File: src/rtl/led_shift_engine.sv
// Prescaled marquee engine: loads a WIDTH-bit pattern from the switches and shifts/rotates it by STEP bits every TICK_DIV cycles.
// Optional LED_SHIFT_SYNC_EN adds a 2-flop synchroniser on load/en/mode (adds 2 cycles of control latency).
module led_shift_engine #(
    parameter int WIDTH    = 24,
    parameter int STEP     = 1,
    parameter int TICK_DIV = 100000000,
    parameter int CNT_W    = 27
) (
    input  logic             clk,
    input  logic             rst_n,
    input  logic [WIDTH-1:0] sw,
    input  logic             load,
    input  logic             en,
    input  logic [1:0]       mode,
    output logic [WIDTH-1:0] led,
    output logic             tick,
    output logic             zero
);

    localparam logic [CNT_W-1:0] CNT_MAX = CNT_W'(TICK_DIV - 1);

    logic             load_c;
    logic             en_c;
    logic [1:0]       mode_c;

    logic [WIDTH-1:0] led_reg;
    logic [WIDTH-1:0] led_next;
    logic [WIDTH-1:0] shift_next;
    logic [WIDTH-1:0] rot_next;
    logic [CNT_W-1:0] cnt_reg;
    logic             tick_reg;
    logic             zero_reg;
    logic             fire;

`ifdef LED_SHIFT_SYNC_EN
    logic [1:0] load_sync_reg;
    logic [1:0] en_sync_reg;
    logic [1:0] mode_sync1_reg;
    logic [1:0] mode_sync2_reg;

    always_ff @(posedge clk or negedge rst_n) begin
        if (!rst_n) begin
            load_sync_reg  <= '0;
            en_sync_reg    <= '0;
            mode_sync1_reg <= '0;
            mode_sync2_reg <= '0;
        end else begin
            load_sync_reg  <= {load_sync_reg[0], load};
            en_sync_reg    <= {en_sync_reg[0], en};
            mode_sync1_reg <= mode;
            mode_sync2_reg <= mode_sync1_reg;
        end
    end

    assign load_c = load_sync_reg[1];
    assign en_c   = en_sync_reg[1];
    assign mode_c = mode_sync2_reg;
`else
    assign load_c = load;
    assign en_c   = en;
    assign mode_c = mode;
`endif

    // Rotate-left by STEP: bit gi takes the bit STEP positions below it, wrapping around.
    for (genvar gi = 0; gi < WIDTH; gi++) begin : g_rot
        assign rot_next[gi] = led_reg[(gi + WIDTH - STEP) % WIDTH];
    end

    always_comb begin
        shift_next = led_reg;
        case (mode_c)
            2'b01:   shift_next = led_reg << STEP;
            2'b10:   shift_next = led_reg >> STEP;
            2'b11:   shift_next = rot_next;
            default: shift_next = led_reg;
        endcase
    end

    assign fire = en_c && (cnt_reg == CNT_MAX);

    always_comb begin
        led_next = led_reg;
        if (load_c) begin
            led_next = sw;
        end else if (fire) begin
            led_next = shift_next;
        end
    end

    always_ff @(posedge clk or negedge rst_n) begin
        if (!rst_n) begin
            led_reg  <= '0;
            cnt_reg  <= '0;
            tick_reg <= 1'b0;
            zero_reg <= 1'b1;
        end else begin
            led_reg  <= led_next;
            zero_reg <= (led_next == '0);
            if (load_c) begin
                cnt_reg  <= '0;
                tick_reg <= 1'b0;
            end else if (en_c) begin
                if (fire) begin
                    cnt_reg  <= '0;
                    tick_reg <= (mode_c != 2'b00);
                end else begin
                    cnt_reg  <= cnt_reg + 1'b1;
                    tick_reg <= 1'b0;
                end
            end else begin
                tick_reg <= 1'b0;
            end
        end
    end

    assign led  = led_reg;
    assign tick = tick_reg;
    assign zero = zero_reg;

endmodule

File: config.mk
export PLATFORM = sky130hd
export DESIGN_NAME = led_shift_engine
export DESIGN_NICKNAME = d
export VERILOG_FILES = /design/src/rtl/led_shift_engine.sv
export SDC_FILE = /design/constraint.sdc
export NUM_CORES = 1
export LEC_CHECK = 0
export ABC_AREA = 0
export CORE_MARGIN = 10
export CORE_UTILIZATION = 30
export DETAILED_ROUTE_END_ITERATION = 7
export GPL_TIMING_DRIVEN = 0
export SETUP_SLACK_MARGIN = 0.3
export SYNTH_ARGS = -nofsm -noshare
export SYNTH_HDL_FRONTEND = slang
export SYNTH_SLANG_ARGS = --single-unit
export TNS_END_PERCENT = 20
File: constraint.sdc
create_clock -name clk -period 5.17 [get_ports clk]
set_clock_uncertainty 0.15 [all_clocks]
set_input_delay 0.7755 -clock clk [delete_from_list [all_inputs] [get_ports clk]]
set_output_delay 0.7755 -clock clk [all_outputs]
set_load 0.05 [all_outputs]
==> flow_summary.ini, run 1 <==
[synth]
yosys_warnings = 0
ys_seq_elements = 53
synth_area_um2 = 3050
syn-num-nets = 391
synthTopCellsByArea = dfrtp_1 43%, nor2_1 7.5%, nand2_1 4.8%
synth_edf_count = 0
yosysTopAreaCell = dfrtp_1
yosysSeqAreaShare_pct = 43.5
synth-main-ff-cell = dfrtp_1
netlist_instances = 360
synthArstFlopShare_pct = 100
synth_top_area_share_pct = 42.6
synthDistinctLibCells = 51
avgSynthCellArea_um2 = 8.48

[timing]
fin_crit_sh_pct = 76.4
hold_viol = 0
tightest_slew_ns = 0.975
fin_tns_setup_ns = 0
rsz0062_at_grt = no
slew_headroom_pct = 34.4
max_freq_mhz = 253
layout_min_cycle_time_ns = 3.95
slew_violations = 0
setup_violations = 0

[worst_setup_path]
start_kind = input pin
crit_fanout = 10
cp.required_ns = 5.25
worstPathArrival_ns = 4.03
path_class = in2reg
endpoint_kind = flop

[floorplan]
dieArea_um2 = 14600
die_w_um = 121
start_util_pct = 31.0
ioPinCount = 56
die_h_um = 121
rows = 36
coreArea_um2 = 9860

[detailed_routing]
num_vias = 2976
wirelength_mm = 9.66
drtIter0Drc = 217
wl_per_cell_um = 17.4
drc = 0
viasPerCell = 5.36
ant_nets = 0
first_pass_iters = 5

[clocking]
path_clk_slew_ns = 0.10
htree_levels = 2
cts_made_buffers = 5
cts-root-buf = clkbuf_8
clockBufferDepth = 2
clock_latency_ns = 0.32
cts.repair.resized = 0
hold_buffers = 0
cts_tree = built
clock_sinks = 53
post_cts_buffers = 0

[power]
leakagePower_nw = 1.49
power_switching_mw = 0.301
power.share.clock_pct = 25.9
power.internal_mw = 0.607
pwr-share-comb_pct = 23.7
powerDensity_nw_per_um2 = 236
swShare_pct = 33.2
peakVddDrop_mv = 0.0878
power_frac_seq_pct = 50.4

[global_route]
grt_max_degree = 29
antenna_found_initial = 0
overflow = 0
track_usage_pct = 12.9
first_global_vias = 2898
grt_pass1_wl_mm = 15.4

[flow_run]
max_cap_violations = 0

[run_status]
status = completed

[cells_and_area]
utilization_pct = 39.0
nFillCells = 1016
largest_register_ff_count = 27
diodes = 0
syn2layout_area_growth_pct = 26.0
drive_gt1_share_pct = 6.16
nets = 452

[placement]
hpwl_mm = 7.16
io_buffers = 53
gp_congestion = 0.900

[min_path]
holdCritPathClass = in2async
==> logic make-up (layout without fill, tap and decap cells) <==
group	Yosys count	count (layout)	synth area share (%)
AO/OA/AOI/OAI	77	77	16.0
XOR/XNOR	21	21	6.02
adder cells (fa/ha/maj)	1	1	0.410
buffers and inverters	31	93	4.14
flip-flops	53	53	43.5
multiplexers	2	2	0.655
AND/OR/NAND/NOR	175	175	29.3
==> critical path: stages <==
cell,delay [ns]
clkdlybuf4s50_1,0.57
nand3b_1,0.16
nor3_1,0.29
nand4_1,0.26
clkbuf_1,0.32
o22ai_1,0.19
o31ai_1,0.10
a2111oi_0,0.77
nand4_1,0.22
nor4_2,0.35
==> placed cells by master (no fill, tap or decap), types with 6 or more instances in the layout <==
| cell type | netlist | routed |
|---|---|---|
| clkdlybuf4s50_1 | 0 | 52 |
| o21ai_0 | 14 | 14 |
| nor2_1 | 61 | 61 |
| inv_1 | 11 | 11 |
| clkbuf_1 | 17 | 18 |
| xor2_1 | 11 | 11 |
| nand4_1 | 10 | 10 |
| nand2_1 | 39 | 39 |
| nor3_1 | 7 | 7 |
| o22ai_1 | 11 | 11 |
| nand3_1 | 14 | 14 |
| nand3b_1 | 6 | 6 |
| a21oi_1 | 19 | 19 |
| o31ai_1 | 11 | 11 |
| xnor2_1 | 10 | 10 |
| dfrtp_1 | 52 | 52 |
==> power groups by stage <==
stage               clock (mW)  sequential, mW  combinational [mW]
finish                   0.235           0.458               0.215
global route             0.254           0.461               0.230
floorplan                    0           0.518              0.0657
detailed placement           0           0.465               0.214
CTS                      0.242           0.457               0.215
global placement             0           0.465               0.213
==> final timing paths <==
check | start | end | slack, ns | cells after the start
worst max-delay path | en | zero | 1.22 | 10
worst min-delay path | rst_n | led[5] | 0.32 | 1
worst max register to register | cnt_reg[19] | zero | 1.54 | 9
worst min register to register | cnt_reg[26] | cnt_reg[26] | 0.41 | 2
max in group asynchronous | rst_n | cnt_reg[19] | 3.98 | 2
min in group clk | cnt_reg[26] | cnt_reg[26] | 0.41 | 2
==> stage by stage <==
stage               area, um2  instances  setup WS (ns)  hold slack (ns)  power (mW)
floorplan                3050        360           2.35            0.330       0.583
CTS                      3850        555           1.26            0.328       0.915
global placement         3750        546          0.985            0.376       0.678
finish                   3850        555           1.22            0.316       0.908
global route             3850        555           1.01            0.353       0.945
detailed placement       3770        547          0.920            0.387       0.679
==> cell usage after synthesis (3+ instances only) <==
cell,n
inv_1,11
nand3_1,14
nand4_1,10
o21ai_0,14
clkbuf_1,17
o221ai_1,3
o31ai_1,11
and3_1,4
a21oi_1,19
or3_1,5
nand2_1,39
a31oi_1,4
a41oi_1,3
nand3b_1,6
or2_2,4
dfrtp_1,52
nand2b_1,3
o22ai_1,11
nor4_2,3
nor2_1,61
nor3_1,7
xnor2_1,10
xor2_1,11
==> cell type report <==
cell class,count,area [um2],area share [%]
clock buffers,6,72.6,1.89
flip-flops and latches,53,1330,34.5
well taps,133,166,4.32
multi-input cells,276,1600,41.6
inverters,11,41.3,1.07
clock inverters,2,10.0,0.260
repair buffers,54,546,14.2
plain buffers,20,85.1,2.21
==> per-layer routing <==
metal,routed length [um],global-route usage [%],up-vias
li1,-,-,1402
met1,4190,16.3,1443
met2,4570,21.3,113
met3,669,2.56,18
met4,227,4.52,0
met5,0,0,-
No activity file was read; power rests on OpenSTA's default activity.
==> run 2: changes to the inputs <==
Clock period 5.17 ns to 3.3 ns, I/O delays scaled along.
==> flow_summary.ini, run 2 (synthesis gave the netlist of run 1 again) <==
[timing]
hold_ws_ns = 0.0281
setup_violations = 0
max_freq_mhz = 346
fin_crit_sh_pct = 87.6
rsz0062_at_grt = no
layout_min_cycle_time_ns = 2.89
hold_viol = 0
slew_headroom_pct = 58.6
tightest_slew_ns = 0.622
slew_violations = 0

[cells_and_area]
final_common_cell = nor2_1
syn2layout_area_growth_pct = 32.0
final_cells = 558
nets = 455
final_cell_mix = 60 x nor2_1, 51 x clkdlybuf4s50_1, 50 x dfrtp_1
regArea_um2 = 1330
largest_register_ff_count = 27
multi_input_area_um2 = 1740
diodes = 0
stdcell_area_um2 = 4030
drive_gt1_share_pct = 11.8
nFillCells = 994

[worst_setup_path]
start_kind = flop
worstPathArrival_ns = 2.98
cp_num_buf_inv = 1
path_class = reg2reg
cp.required_ns = 3.38
slowest_delay_ns = 0.59
crit_chain = nor4b_4 > and4_4 > and3_4 > buf_6 > nand3b_1 > a21oi_2 > o31ai_1 > or4_4 > nor4_4
crit_path_top_delay_cell = or4_4
critPathTopFamily = simple AND/OR/NAND/NOR gates
crit_fanout = 10
endpoint_kind = flop

[detailed_routing]
ant_nets = 0
first_pass_iters = 5
viasPerCell = 5.35
wl_per_cell_um = 17.5
drc = 0
wirelength_mm = 9.75
drtIter0Drc = 179
num_vias = 2988

[power]
p_total_mw = 1.44
pwr-share-comb_pct = 24.0
power_frac_seq_pct = 49.9
power.share.clock_pct = 26.0
leakagePower_nw = 1.55
power.internal_mw = 0.954
swShare_pct = 33.5
power_switching_mw = 0.481
powerDensity_nw_per_um2 = 356
peakVddDrop_mv = 0.143

[clocking]
htree_levels = 2
path_clk_slew_ns = 0.10
cts_tree = built
clockBufferDepth = 2
cts_made_buffers = 5
clock_sinks = 53
clock_latency_ns = 0.32
cts-root-buf = clkbuf_8

[min_path]
holdCritPathClass = in2async

[floorplan]
die_w_um = 121
die_h_um = 121
rows = 36
coreArea_um2 = 9860
dieArea_um2 = 14600
ioPinCount = 56
start_util_pct = 31.0

[global_route]
grt_max_degree = 29
antenna_found_initial = 0
grt_pass1_wl_mm = 15.6
track_usage_pct = 13.0
overflow = 0
first_global_vias = 2908

[placement]
dp_cells = 547
hpwl_mm = 7.16
placed_area_um2 = 3770
io_buffers = 53
gp_congestion = 0.900

[run_status]
status = completed

[flow_run]
max_cap_violations = 0
run 2: what timing repair did:
item,4_1_cts,5_1_grt
setup buffers,1,2
pin swaps,2,6
resized for setup,18,21
hold buffers,0,0
setup endpoints to repair,1,1
run 2: per-layer routing:
metal | track usage (%) | share of wire [%] | vias up
met5 | 0 | 0 | -
met4 | 4.07 | 2.4 | 0
met3 | 2.51 | 6.8 | 21
met2 | 21.9 | 48 | 115
met1 | 16.4 | 43 | 1443
li1 | - | - | 1409
run 2: final timing paths:
check	from	to	slack [ns]	cells past startpoint
worst max-delay path	cnt_reg[11]	zero	0.41	9
worst min-delay path	rst_n	led[10]	0.03	1
worst max register to register	cnt_reg[11]	zero	0.41	9
worst min register to register	cnt_reg[2]	cnt_reg[2]	0.43	2
max in group asynchronous	rst_n	cnt_reg[19]	2.37	2
min in group clk	cnt_reg[2]	cnt_reg[2]	0.43	2
run 2: metrics by stage:
stage | TNS, ns | utilization (%) | worst slack (ns)
2_1_floorplan | 0 | - | 0.706
3_3_place_gp | -2.75 | 38.0 | -0.604
3_5_place_dp | -0.765 | 38.2 | -0.670
4_1_cts | 0 | 39.9 | 0.312
5_1_grt | 0 | 40.9 | 0.297
6_report | 0 | 40.9 | 0.409
run 2: power groups by stage:
stage	Sequential (mW)	Combinational [mW]	Clock, mW
global route	0.722	0.368	0.399
detailed placement	0.728	0.336	0
CTS	0.716	0.341	0.379
global placement	0.729	0.333	0
finish	0.717	0.345	0.374
floorplan	0.811	0.103	0
run 2: final cells by class:
cell class / count / area share [%]
plain buffers: 20 / 2.73
flip-flops and latches: 53 / 33.0
repair buffers: 57 / 14.1
inverters: 11 / 1.02
multi-input cells: 276 / 43.0
well taps: 133 / 4.13
clock inverters: 2 / 0.248
clock buffers: 6 / 1.80
